<file path="src/rtl/afifo_burst_reader_if.sv">
// Command, afifo read-port and output-stream signals of the burst reader.
// The slave modport is the reader's own view; the master modport is the surrounding logic.
interface afifo_burst_reader_if #(
   parameter int AW = 20,
   parameter int DW = 128,
   parameter int LW = 8
);
   logic          cmd_valid;
   logic          cmd_ready;
   logic [LW-1:0] cmd_len;
   logic          fifo_re;
   logic          fifo_rempty;
   logic [AW:0]   fifo_rcnt;
   logic [DW-1:0] fifo_q;
   logic          m_valid;
   logic          m_ready;
   logic [DW-1:0] m_data;
   logic          m_last;
   logic          busy;

   modport master (
      output cmd_valid, cmd_len, fifo_rempty, fifo_rcnt, fifo_q, m_ready,
      input  cmd_ready, fifo_re, m_valid, m_data, m_last, busy
   );

   modport slave (
      input  cmd_valid, cmd_len, fifo_rempty, fifo_rcnt, fifo_q, m_ready,
      output cmd_ready, fifo_re, m_valid, m_data, m_last, busy
   );
endinterface

</file>
<file path="src/rtl/afifo_burst_reader.sv">
// Drains a show-ahead afifo read port into valid/ready bursts with a last flag.
// WHOLE=1 holds off popping until the FIFO occupancy covers the whole burst.
module afifo_burst_reader #(
   parameter int AW    = 20,
   parameter int DW    = 128,
   parameter int LW    = 8,
   parameter int WHOLE = 1
) (
   input  logic                 clk,
   input  logic                 reset_n,
   afifo_burst_reader_if.slave  bus
);

   localparam int CW = ((AW > LW) ? AW : LW) + 1;
   localparam logic [CW-1:0] DEPTH = CW'(1) << AW;

   typedef enum logic [1:0] {IDLE, WAIT, XFER} state_t;

   state_t        state;
   logic [LW-1:0] rem;
   logic          valid_r;
   logic          last_r;
   logic [DW-1:0] data_r;

   logic          load;
   logic          pop;
   logic [CW-1:0] rcnt_ext;
   logic [CW-1:0] need_ext;

   // The output register may take a new beat when it is empty or being drained this cycle
   assign load     = ~valid_r | bus.m_ready;
   assign pop      = (state == XFER) & load & ~bus.fifo_rempty;
   assign rcnt_ext = CW'(bus.fifo_rcnt);
   assign need_ext = CW'(rem) + CW'(1);

   assign bus.cmd_ready = (state == IDLE);
   assign bus.fifo_re   = pop;
   assign bus.m_valid   = valid_r;
   assign bus.m_data    = data_r;
   assign bus.m_last    = last_r;
   assign bus.busy      = (state != IDLE) | valid_r;

   always_ff @(posedge clk or negedge reset_n) begin
      if (!reset_n) begin
         state   <= IDLE;
         rem     <= '0;
         valid_r <= 1'b0;
         last_r  <= 1'b0;
         data_r  <= '0;
      end else begin
         if (pop) begin
            data_r  <= bus.fifo_q;
            valid_r <= 1'b1;
            last_r  <= (rem == '0);
         end else if (valid_r && bus.m_ready) begin
            valid_r <= 1'b0;
            last_r  <= 1'b0;
         end

         case (state)
            IDLE: begin
               if (bus.cmd_valid) begin
                  rem   <= bus.cmd_len;
                  state <= (WHOLE != 0) ? WAIT : XFER;
               end
            end
            WAIT: begin
               if (rcnt_ext >= need_ext) begin
                  state <= XFER;
               end
            end
            XFER: begin
               // rem is held at zero on the final pop so it never wraps
               if (pop) begin
                  if (rem == '0) begin
                     state <= IDLE;
                  end else begin
                     rem <= rem - 1'b1;
                  end
               end
            end
            default: state <= IDLE;
         endcase
      end
   end

   // A burst longer than the FIFO depth would sit in WAIT forever
   a_burst_fits: assert property (@(posedge clk) disable iff (!reset_n)
      (state == WAIT) |-> (need_ext <= DEPTH));

endmodule

</file>
<file path="src/flat_wrapper.sv">
// flat-port wrapper written by rule: the top's interface ports become plain ports
module afifo_burst_reader_flat 
#(
   parameter int AW    = 20,
   parameter int DW    = 128,
   parameter int LW    = 8,
   parameter int WHOLE = 1
)
  (clk, reset_n, bus_cmd_valid, bus_cmd_len, bus_fifo_rempty, bus_fifo_rcnt, bus_fifo_q, bus_m_ready, bus_cmd_ready, bus_fifo_re, bus_m_valid, bus_m_data, bus_m_last, bus_busy);
  afifo_burst_reader_if #(.AW(AW), .DW(DW), .LW(LW)) bus_i ();
  input  logic clk;
  input  logic reset_n;
  input wire logic [$bits(bus_i.cmd_valid)-1:0] bus_cmd_valid;
  input wire logic [$bits(bus_i.cmd_len)-1:0] bus_cmd_len;
  input wire logic [$bits(bus_i.fifo_rempty)-1:0] bus_fifo_rempty;
  input wire logic [$bits(bus_i.fifo_rcnt)-1:0] bus_fifo_rcnt;
  input wire logic [$bits(bus_i.fifo_q)-1:0] bus_fifo_q;
  input wire logic [$bits(bus_i.m_ready)-1:0] bus_m_ready;
  output wire logic [$bits(bus_i.cmd_ready)-1:0] bus_cmd_ready;
  output wire logic [$bits(bus_i.fifo_re)-1:0] bus_fifo_re;
  output wire logic [$bits(bus_i.m_valid)-1:0] bus_m_valid;
  output wire logic [$bits(bus_i.m_data)-1:0] bus_m_data;
  output wire logic [$bits(bus_i.m_last)-1:0] bus_m_last;
  output wire logic [$bits(bus_i.busy)-1:0] bus_busy;
  assign bus_i.cmd_valid = bus_cmd_valid;
  assign bus_i.cmd_len = bus_cmd_len;
  assign bus_i.fifo_rempty = bus_fifo_rempty;
  assign bus_i.fifo_rcnt = bus_fifo_rcnt;
  assign bus_i.fifo_q = bus_fifo_q;
  assign bus_i.m_ready = bus_m_ready;
  assign bus_cmd_ready = bus_i.cmd_ready;
  assign bus_fifo_re = bus_i.fifo_re;
  assign bus_m_valid = bus_i.m_valid;
  assign bus_m_data = bus_i.m_data;
  assign bus_m_last = bus_i.m_last;
  assign bus_busy = bus_i.busy;
  afifo_burst_reader #(.AW(AW), .DW(DW), .LW(LW), .WHOLE(WHOLE)) u_core (.clk(clk), .reset_n(reset_n), .bus(bus_i));
endmodule
</file>
<file path="config.mk">
export PLATFORM = sky130hd
export DESIGN_NAME = afifo_burst_reader_flat
export DESIGN_NICKNAME = d
export VERILOG_FILES = /design/src/rtl/afifo_burst_reader_if.sv /design/src/rtl/afifo_burst_reader.sv /design/src/flat_wrapper.sv
export SDC_FILE = /design/constraint.sdc
export NUM_CORES = 1
export LEC_CHECK = 0
export ABC_AREA = 1
export BUFFER_PORTS_ARGS = -buffer_cell sky130_fd_sc_hd__buf_4
export CELL_PAD_IN_SITES_DETAIL_PLACEMENT = 0
export CELL_PAD_IN_SITES_GLOBAL_PLACEMENT = 1
export CORE_UTILIZATION = 30
export DETAILED_ROUTE_END_ITERATION = 8
export PLACE_DENSITY = 0.72
export RECOVER_POWER = 50
export SYNTH_ARGS = -nofsm -noshare
export SYNTH_HDL_FRONTEND = slang
export SYNTH_SLANG_ARGS = --single-unit
</file>
<file path="constraint.sdc">
create_clock -name clk -period 3.3 [get_ports clk]
set_clock_uncertainty 0.1 [all_clocks]
set_input_delay 0.66 -clock clk [delete_from_list [all_inputs] [get_ports clk]]
set_output_delay 0.66 -clock clk [all_outputs]
set_load 0.01 [all_outputs]
</file>
Word-level counts from Yosys, hierarchy flattened

Cells that the tools add are included.

Add/sub/neg operators: 2
Multipliers: 0
Div/mod/pow operators: 0
Magnitude comparators: 1
Equality and inequality tests: 7
Shift operators: 0
Mux-type cells: 12
Bitwise logic cells: 6
Reductions and logical operators: 8

Operators by type and width:

| cell                | number |
|---|---|
| $mux 8              | 3 |
| $ge 21x21->1        | 1 |
| $pmux 8 s2          | 1 |
| $add 8x1->9 const B | 1 |
| $logic_not 8->1     | 1 |
| $mux 2              | 4 |
| $ne 2x2->1 const B  | 4 |
| $reduce_and 4->1    | 2 |
| $sub 8x1->8 const B | 1 |
| $pmux 2 s3          | 1 |
| $reduce_bool 2->1   | 3 |
| $mux 1              | 3 |
| $and 1x1->1         | 2 |
| $eq 2x1->1 const B  | 1 |
| $eq 2x2->1 const B  | 1 |
| $logic_not 2->1     | 1 |
| $ne 2x1->1 const B  | 1 |
| $not 1->1           | 2 |
| $or 1x1->1          | 2 |
| $logic_and 1x1->1   | 1 |

Register bits after elaboration: 140
Latch bits: 0
Bits in writable memories: 0
ROM bits: 0
Output and inout bits: 133
Word-level logic and storage cells: 41
Memories: 0

Longest topological paths before layout

Gate-level depths: netlist of run 1.

Depth in word-level cells: 6
Mapped depth: 14

Worst setup path after synthesis of run 1

Ideal clock, no wire load.

Path kind: reg-to-reg
Start: register u_core.rem[0]
End: register u_core.state[1]
Arrival: 1.733 ns
Data required time: 3.083 ns
Setup slack: 1.349 ns
Cell stages (with the launch flop): 15
Buffers on the path: 0
Period minus slack after synthesis: 1.951 ns
Cells stage by stage: dfrtp_1 > ha_1 > nand2_1 > nor2_1 > nand2_1 > xor2_1 > ha_1 > nand2_1 > nand2_1 > nand2_1 > nand2_1 > nor2_1 > nand3_1 > nand3_1 > nand2_1

Cells in the longest elaborated chain, start to end: 4
Elaborated cells on any way between the ends: 6

Ends and longest elaborated chain:

| item                                | line                     | RTL |
|---|---|---|
| from (decl)                         | afifo_burst_reader.sv:20 | `logic [LW-1:0] rem;` |
| from (signal assigned)              | afifo_burst_reader.sv:63 | `rem <= bus.cmd_len;` |
| from (signal assigned)              | afifo_burst_reader.sv:78 | `rem <= rem - 1'b1;` |
| $add 8x1->9                         | afifo_burst_reader.sv:34 | `assign need_ext = CW'(rem) + CW'(1);` |
| $ge 21x21->1                        | afifo_burst_reader.sv:68 | `if (rcnt_ext >= need_ext) begin` |
| $ne 2x1->1 (no source line)         | --                       |  |
| $reduce_and 4->1 (no source line) * | --                       |  |
| to (signal assigned)                | afifo_burst_reader.sv:64 | `state <= (WHOLE != 0) ? WAIT : XFER;` |
| to (decl)                           | afifo_burst_reader.sv:19 | `state_t state;` |

Every way passes the cells marked *; elsewhere a longest branch is shown, timed or not.
A chain may end at the register's enable or synchronous reset.

Final worst setup path of run 1

Start: register u_core.state[0]
End: output bus_fifo_re

Cells in the longest elaborated chain, start to end: 3

Ends and longest elaborated chain:

| item                     | line                     | RTL |
|---|---|---|
| $eq 2x2->1               | afifo_burst_reader.sv:32 | `assign pop = (state == XFER) & load & ~bus.fifo_rempty;` |
| $and 1x1->1 (2 in a row) | afifo_burst_reader.sv:32 |  |
| to (decl)                | flat_wrapper.sv:20       | `output wire logic [$bits(bus_i.fifo_re)-1:0] bus_fifo_re;` |

Every way passes these cells.

==> reports/qor.csv, run 1 <==
metric;value;unit
slowest CP cell;nor2_2;
status;finished with violations;
Hold Crit Class;primary input to flip-flop;
Die W;143;microns
final hold violation count;0;
Cell Int Power;4950;uW
Max stage delay on crit path;0.41;ns
dpl hpwl;12800;microns
DR vias;5468;
Max-slew headroom;-6.53;%
Layout fillers;2080;
syn nets;902;
Die Ht;143;microns
Clk Latency, worst-skew pair;0.41;ns
Netlist Area Pre-Place;6000;sq um
row cnt;51;
hold buffers post-CTS;0;
NetSw;3090;uW
largest net degree at the start of global routing;87;
Post-Syn Instances;728;
leakage;0.00484;uW
sw frac;38.5;%
cells taking the most area after synthesis;dfrtp_1 (58%), nand2_1 (27%), ha_1 (2.5%), buf_2 (2.3%), inv_1 (1.7%);
# resized after CTS;0;
gpl congestion;0.787;
io pins;295;
antenna-violating nets left;0;
Final Cycle Share;78.9;%
cells along the critical path;nor2_2, nand2_2, nor2_4, buf_4;
Area growth, synth to finish;46.4;%
CP top delay family;simple AND/OR/NAND/NOR gates;
Startpoint Class;flip-flop;
setup tns final;0;ns
Critical Path Fanout Max;12;
Req. time, crit path;2.54;ns
n_diodes;0;
Clk pwr share;24.2;%
H-tree depth;4;
Arrival @ worst endpoint;1.84;ns
failing checks;capacitance limit, slew limit;
drt first pass iters;4;
layout cell share with drive strength beyond 1;27.6;%
CTS root buffer;clkbuf_16;
Buf+Inv Stages, Crit Path;1;
CTS sink count;140;
Fmax;0.384;GHz
Bufs on Longest Clock Path;2;
number of global-route vias before repair;5228;
core area;19500;sq um
Reg clk slew, reported paths;0.07;ns
WL per Instance;13.7;microns
post-CTS setup buffer count;0;
initial antenna violation count;0;
final wirelength;17800;microns
register area share after synthesis;58.3;%
Synth top area share;58.3;%
Remaining DRCs;0;
vias per cell;4.22;
CTS tree;built;
crit path capture type;primary output;
die area;20600;sq um
max-cap violation count;1;
Crit Path Category;flip-flop to primary output;
P per Cell Area;915;nW/um^2
area leader, netlist;dfrtp_1;
combinational share of power;39.2;%
Slew @ Worst Pin;1.60;ns
synth warn;0;
CTS buffer count;17;
Setup Viol. Count Final;0;
total gr overflow;0;
synthesized flop and latch total;140;
VDD IR max;0.386;mV
drt first-iter violations;255;
RSZ-0062 raised after global routing;no;
Layout Nets;1191;
total track usage;17.4;%
PortBufs;294;
dpl ws;0.822;ns
register share of total power;36.6;%
Final min period;2.60;ns
slack of the critical path;0.695;ns
distinct cell type count after synthesis;23;
first-pass GRT wire length;27200;microns
Slew Viols, Final;64;
Initial Util;30.8;%
Synth Area per Inst;8.25;sq um
WHS;0.339;ns
-- state kept, by name, summed over array words and instances (netlist names) --
name                cells
u_core.rem              8
u_core.bus.m_data     128
u_core.bus.m_valid      1
u_core.bus.m_last       1
u_core.state            2
-- worst paths after layout --
path                                       start                      to  slack, ns  depth (start not counted)
setup reg to reg                 u_core.state[0]  u_core.bus.m_data[118]       0.82                          6
min in group asynchronous                reset_n    u_core.bus.m_data[8]       0.54                          1
hold reg to reg            u_core.bus.m_data[90]   u_core.bus.m_data[90]       0.37                          2
setup / recovery                 u_core.state[0]             bus_fifo_re       0.70                          4
hold / removal                    bus_fifo_q[72]   u_core.bus.m_data[72]       0.34                          3
max in group asynchronous                reset_n      u_core.bus.m_valid       0.84                          2
-- per-stage QoR --
| stage | area (sq um) | power (uW) | instances | util [%] |
|---|---|---|---|---|
| after floorplan | 6000 | 4710 | 728 | - |
| after global placement | 8460 | 6440 | 1263 | 43.3 |
| after detailed placement | 8460 | 6470 | 1263 | 43.3 |
| after CTS | 9060 | 8480 | 1295 | 46.4 |
| after global routing | 8790 | 8700 | 1295 | 45.0 |
| final | 8790 | 8040 | 1295 | 45.0 |
-- layer usage --
layer  share of wire, %  track usage, %  vias up
met3                7.6            6.46       14
li1                   -               -     2792
met2                 50            30.0      162
met1                 41            20.1     2500
met4                1.1            5.04        0
met5                  0               0        -
-- power by group through the flow --
stage | clock network, uW | registers (uW) | logic [uW]
global placement | 0 | 2950 | 3490
finish | 1950 | 2940 | 3150
global route | 2090 | 3040 | 3570
floorplan | 0 | 3270 | 1440
detailed placement | 0 | 2970 | 3510
CTS | 2010 | 2950 | 3510
-- logic make-up (layout without fill, tap and decap cells) --
| group | after synthesis | count (layout) | share of synthesized area [%] |
|---|---|---|---|
| flip-flops | 140 | 140 | 58.3 |
| adder cells (fa/ha/maj) | 12 | 12 | 2.50 |
| AND/OR/NAND/NOR | 490 | 490 | 31.6 |
| AO/OA/AOI/OAI | 21 | 21 | 2.25 |
| XOR/XNOR | 5 | 5 | 0.729 |
| buffers and inverters | 60 | 362 | 4.56 |
-- placed cells by master, fill, tap and decap left out, types with 2 or more instances in the layout --
cell,count
o21ai_2,8
a21oi_1,3
dfrtp_1,140
inv_8,2
nor2_2,3
clkinv_4,2
buf_4,231
xor2_1,4
nand2_1,439
nor2_1,23
bufinv_16,2
clkinvlp_4,4
inv_6,3
nor2_4,2
inv_1,27
ha_1,12
clkbuf_1,67
clkbuf_16,17
o21ai_0,10
nand3_1,17
nand2_2,3
-- Yosys cell counts --
cell type  instances
nand2_2            3
nor2_4             2
or2_1              1
nand2_1          439
buf_4              1
buf_8              1
nor2_2             3
buf_2             27
o21ai_0           10
a21oi_1            3
nand4_1            1
dfrtp_1          140
xnor2_1            1
nand3_1           17
o21ai_2            8
clkbuf_1           1
clkinv_1           1
or2_2              1
inv_1             27
inv_2              2
nor2_1            23
xor2_1             4
ha_1              12
-- worst reg2reg max path: stages, from the launching register on --
cell and delay (ns):
dfrtp_1 0.40, nor2_2 0.41, nand2_2 0.13, nor2_4 0.30
buf_4 0.73, nand2_1 0.23, nand2_1 0.12
-- cell type report --
cell class / instances / area (sq um) / area share [%]
tap: 265 / 332 / 3.77
timing repair buffer: 300 / 2010 / 22.9
clock buffer: 19 / 443 / 5.04
sequential: 140 / 3500 / 39.9
inverter: 30 / 115 / 1.31
clock inverter: 13 / 156 / 1.78
multi-input combinational: 528 / 2230 / 25.3
No activity file was read; power rests on OpenSTA's default activity.
==> run 2, diff against run 1 <==
--- a/config.mk
+++ b/config.mk
@@ -9,9 +9,9 @@
 export BUFFER_PORTS_ARGS = -buffer_cell sky130_fd_sc_hd__buf_4
 export CELL_PAD_IN_SITES_DETAIL_PLACEMENT = 0
 export CELL_PAD_IN_SITES_GLOBAL_PLACEMENT = 1
-export CORE_UTILIZATION = 30
+export CORE_UTILIZATION = 29
 export DETAILED_ROUTE_END_ITERATION = 8
-export PLACE_DENSITY = 0.72
+export PLACE_DENSITY = 0.73
 export RECOVER_POWER = 50
 export SYNTH_ARGS = -nofsm -noshare
 export SYNTH_HDL_FRONTEND = slang
==> constraint.sdc (replaced) <==
create_clock -name clk -period 2.2 [get_ports clk]
set_clock_uncertainty 0.1 [all_clocks]
set_input_delay 0.44 -clock clk [delete_from_list [all_inputs] [get_ports clk]]
set_output_delay 0.44 -clock clk [all_outputs]
set_load 0.01 [all_outputs]
==> reports/qor.csv, run 2 (synthesis results as in run 1) <==
metric;value;unit;change
slowest CP cell;dfrtp_1;;
CTS root buffer;clkbuf_16;;
crit path capture type;primary output;;
design area;8920;sq um;+1.5%
worst reg2reg path endpoint;u_core.state[1];;
Setup Viol. Count Final;0;;unchanged
Reg2Reg Setup Slack;0.14;ns;-0.68 ns
hold path start;bus_fifo_q[63];;
Crit Path Category;flip-flop to primary output;;
largest net degree at the start of global routing;56;;-36%
die area;21300;sq um;+3.4%
sw frac;38.6;%;+0.14 points
dpl hpwl;13000;microns;+1.6%
Arrival @ worst endpoint;1.52;ns;-0.32 ns
CTS tree;built;;
most frequent cells in the layout;nand2_1 (437), buf_4 (238), dfrtp_1 (140);;
Remaining DRCs;0;;unchanged
final wirelength;17600;microns;-1.1%
WL per Instance;13.4;microns;-2.2%
Max stage delay on crit path;0.40;ns;about the same
Fmax;0.485;GHz;
Bufs on Longest Clock Path;2;;unchanged
status;finished clean;;
slack of the critical path;0.137;ns;-0.559 ns
core area;20200;sq um;+3.6%
CTS sink count;140;;unchanged
gpl congestion;0.763;;-3.0%
first-pass GRT wire length;28800;microns;+6.0%
NetSw;4670;uW;+51%
P per Cell Area;1360;nW/um^2;+48%
PortBufs;294;;unchanged
Max-slew headroom;30.8;%;+37 points
Layout fillers;2125;;+2.2%
drt first pass iters;4;;unchanged
number of global-route vias before repair;5499;;+5.2%
Final min period;2.06;ns;
combinational share of power;40.2;%;+1.0 points
total gr overflow;0;;unchanged
Die Ht;146;microns;+1.7%
dpl ws;0.0145;ns;-0.808 ns
row cnt;52;;+2.0%
setup tns final;0;ns;unchanged
RSZ-0062 raised after global routing;yes;;
CP top delay family;simple AND/OR/NAND/NOR gates;;
register share of total power;36.5;%;about the same
final hold violation count;0;;unchanged
layout cell share with drive strength beyond 1;29.2;%;+1.7 points
CTS buffer count;17;;unchanged
leakage;0.00490;uW;+1.3%
Hold Path Sink;u_core.bus.m_data[63];;
placed insts;1274;;+0.87%
Clk pwr share;23.4;%;-0.8 points
cells along the critical path;nor2_1, nand2_2, nor2_4, buf_4;;
R2R Path Start;u_core.rem[1];;
Req. time, crit path;1.66;ns;-0.88 ns
Critical Path Fanout Max;8;;-4
Post-Layout Cell Count;1310;;+1.2%
io pins;295;;unchanged
Reg clk slew, reported paths;0.07;ns;about the same
Largest register FFs;128;;unchanged
Die W;146;microns;+1.7%
worst r2r path cells;14;;+8
Area growth, synth to finish;48.6;%;
Startpoint Class;flip-flop;;
Initial Util;29.7;%;-1.1 points
VDD IR max;0.567;mV;+47%
n_diodes;0;;unchanged
placed cell area;8530;sq um;+0.90%
H-tree depth;4;;unchanged
vias per cell;4.23;;+0.27%
Slew Viols, Final;0;;-100%
drt first-iter violations;175;;-31%
Final Cycle Share;93.8;%;
initial antenna violation count;0;;unchanged
max-cap violation count;0;;-1
worst hold path cell count;3;;unchanged
Slew @ Worst Pin;1.04;ns;-0.560 ns
total track usage;17.1;%;-0.29 points
Buf+Inv Stages, Crit Path;1;;unchanged
Cell Int Power;7420;uW;+50%
commonest non-fill, non-tap cell in the layout;nand2_1;;
Hold Crit Class;primary input to flip-flop;;
Clk Latency, worst-skew pair;0.41;ns;about the same
Layout Nets;1201;;+0.84%
antenna-violating nets left;0;;unchanged
DR vias;5546;;+1.4%
==> run 2: cell count changes in the layout (fill, tap and decap cells not counted), sizes merged <==
cell,delta
clkinv,+3
bufinv,-1
buf,+9
inv,+1
dlygate4sd3,+1
clkinvlp,-3
==> run 2: layout make-up <==
| cell class | instances | area, sq um | area share, % |
|---|---|---|---|
| clock buffer | 19 | 453 | 5.08 |
| clock inverter | 13 | 129 | 1.44 |
| inverter | 30 | 115 | 1.29 |
| multi-input combinational | 528 | 2270 | 25.5 |
| sequential | 140 | 3500 | 39.3 |
| tap | 270 | 338 | 3.79 |
| timing repair buffer | 310 | 2110 | 23.6 |
==> run 2: worst max path at each step <==
| stage | cells after the start | startpoint | to |
|---|---|---|---|
| floorplan | 14 | u_core.rem[0] | u_core.state[1] |
| global placement | 14 | u_core.rem[0] | u_core.state[1] |
| detailed placement | 14 | u_core.rem[0] | u_core.state[1] |
| CTS | 14 | u_core.rem[0] | u_core.state[1] |
| global route | 14 | u_core.rem[1] | u_core.state[1] |
| finish | 4 | u_core.state[0] | bus_fifo_re |
==> run 2: repair_timing <==
action	4_1_cts	5_1_grt
hold endpoints to repair	20	0
setup endpoints to repair	1	2
pin swaps	0	8
hold buffers	1	0
setup buffers	0	3
resized for setup	1	10
==> run 2: power groups by stage <==
| stage | combinational, uW | sequential (uW) | clock, uW |
|---|---|---|---|
| floorplan | 2160 | 4910 | 0 |
| global placement | 5300 | 4410 | 0 |
| detailed placement | 5320 | 4440 | 0 |
| CTS | 5330 | 4420 | 2910 |
| global route | 5480 | 4570 | 3000 |
| finish | 4860 | 4410 | 2820 |
==> run 2: worst register-to-register path, cell delays in order, from the launching register on <==
cell	delay, ns
dfrtp_1	0.38
ha_2	0.20
nand2_2	0.07
nor2_4	0.11
nand2_2	0.06
xor2_1	0.14
ha_1	0.34
nand2_1	0.07
nand2_1	0.05
nand2_1	0.05
nand2_1	0.05
nor2_1	0.11
nand3_2	0.10
nand3_2	0.08
nand2_1	0.04
==> run 2: per-stage QoR <==
| step | hold slack (ns) | power [uW] | util (%) |
|---|---|---|---|
| after global routing | 0.0989 | 13100 | 44.1 |
| after global placement | 0.212 | 9710 | 42.2 |
| after detailed placement | 0.213 | 9760 | 42.2 |
| final | 0.116 | 12100 | 44.1 |
| after CTS | 0.0945 | 12700 | 45.1 |
| after floorplan | 0.0444 | 7070 | - |
==> run 2: routing by layer <==
layer	vias up	track usage, %	wire length [microns]	share of wire, %
li1	2807	-	-	-
met1	2536	20.9	7480	42
met2	179	28.7	8590	49
met3	24	4.76	1200	6.8
met4	0	6.53	352	2.0
met5	-	0	0	0
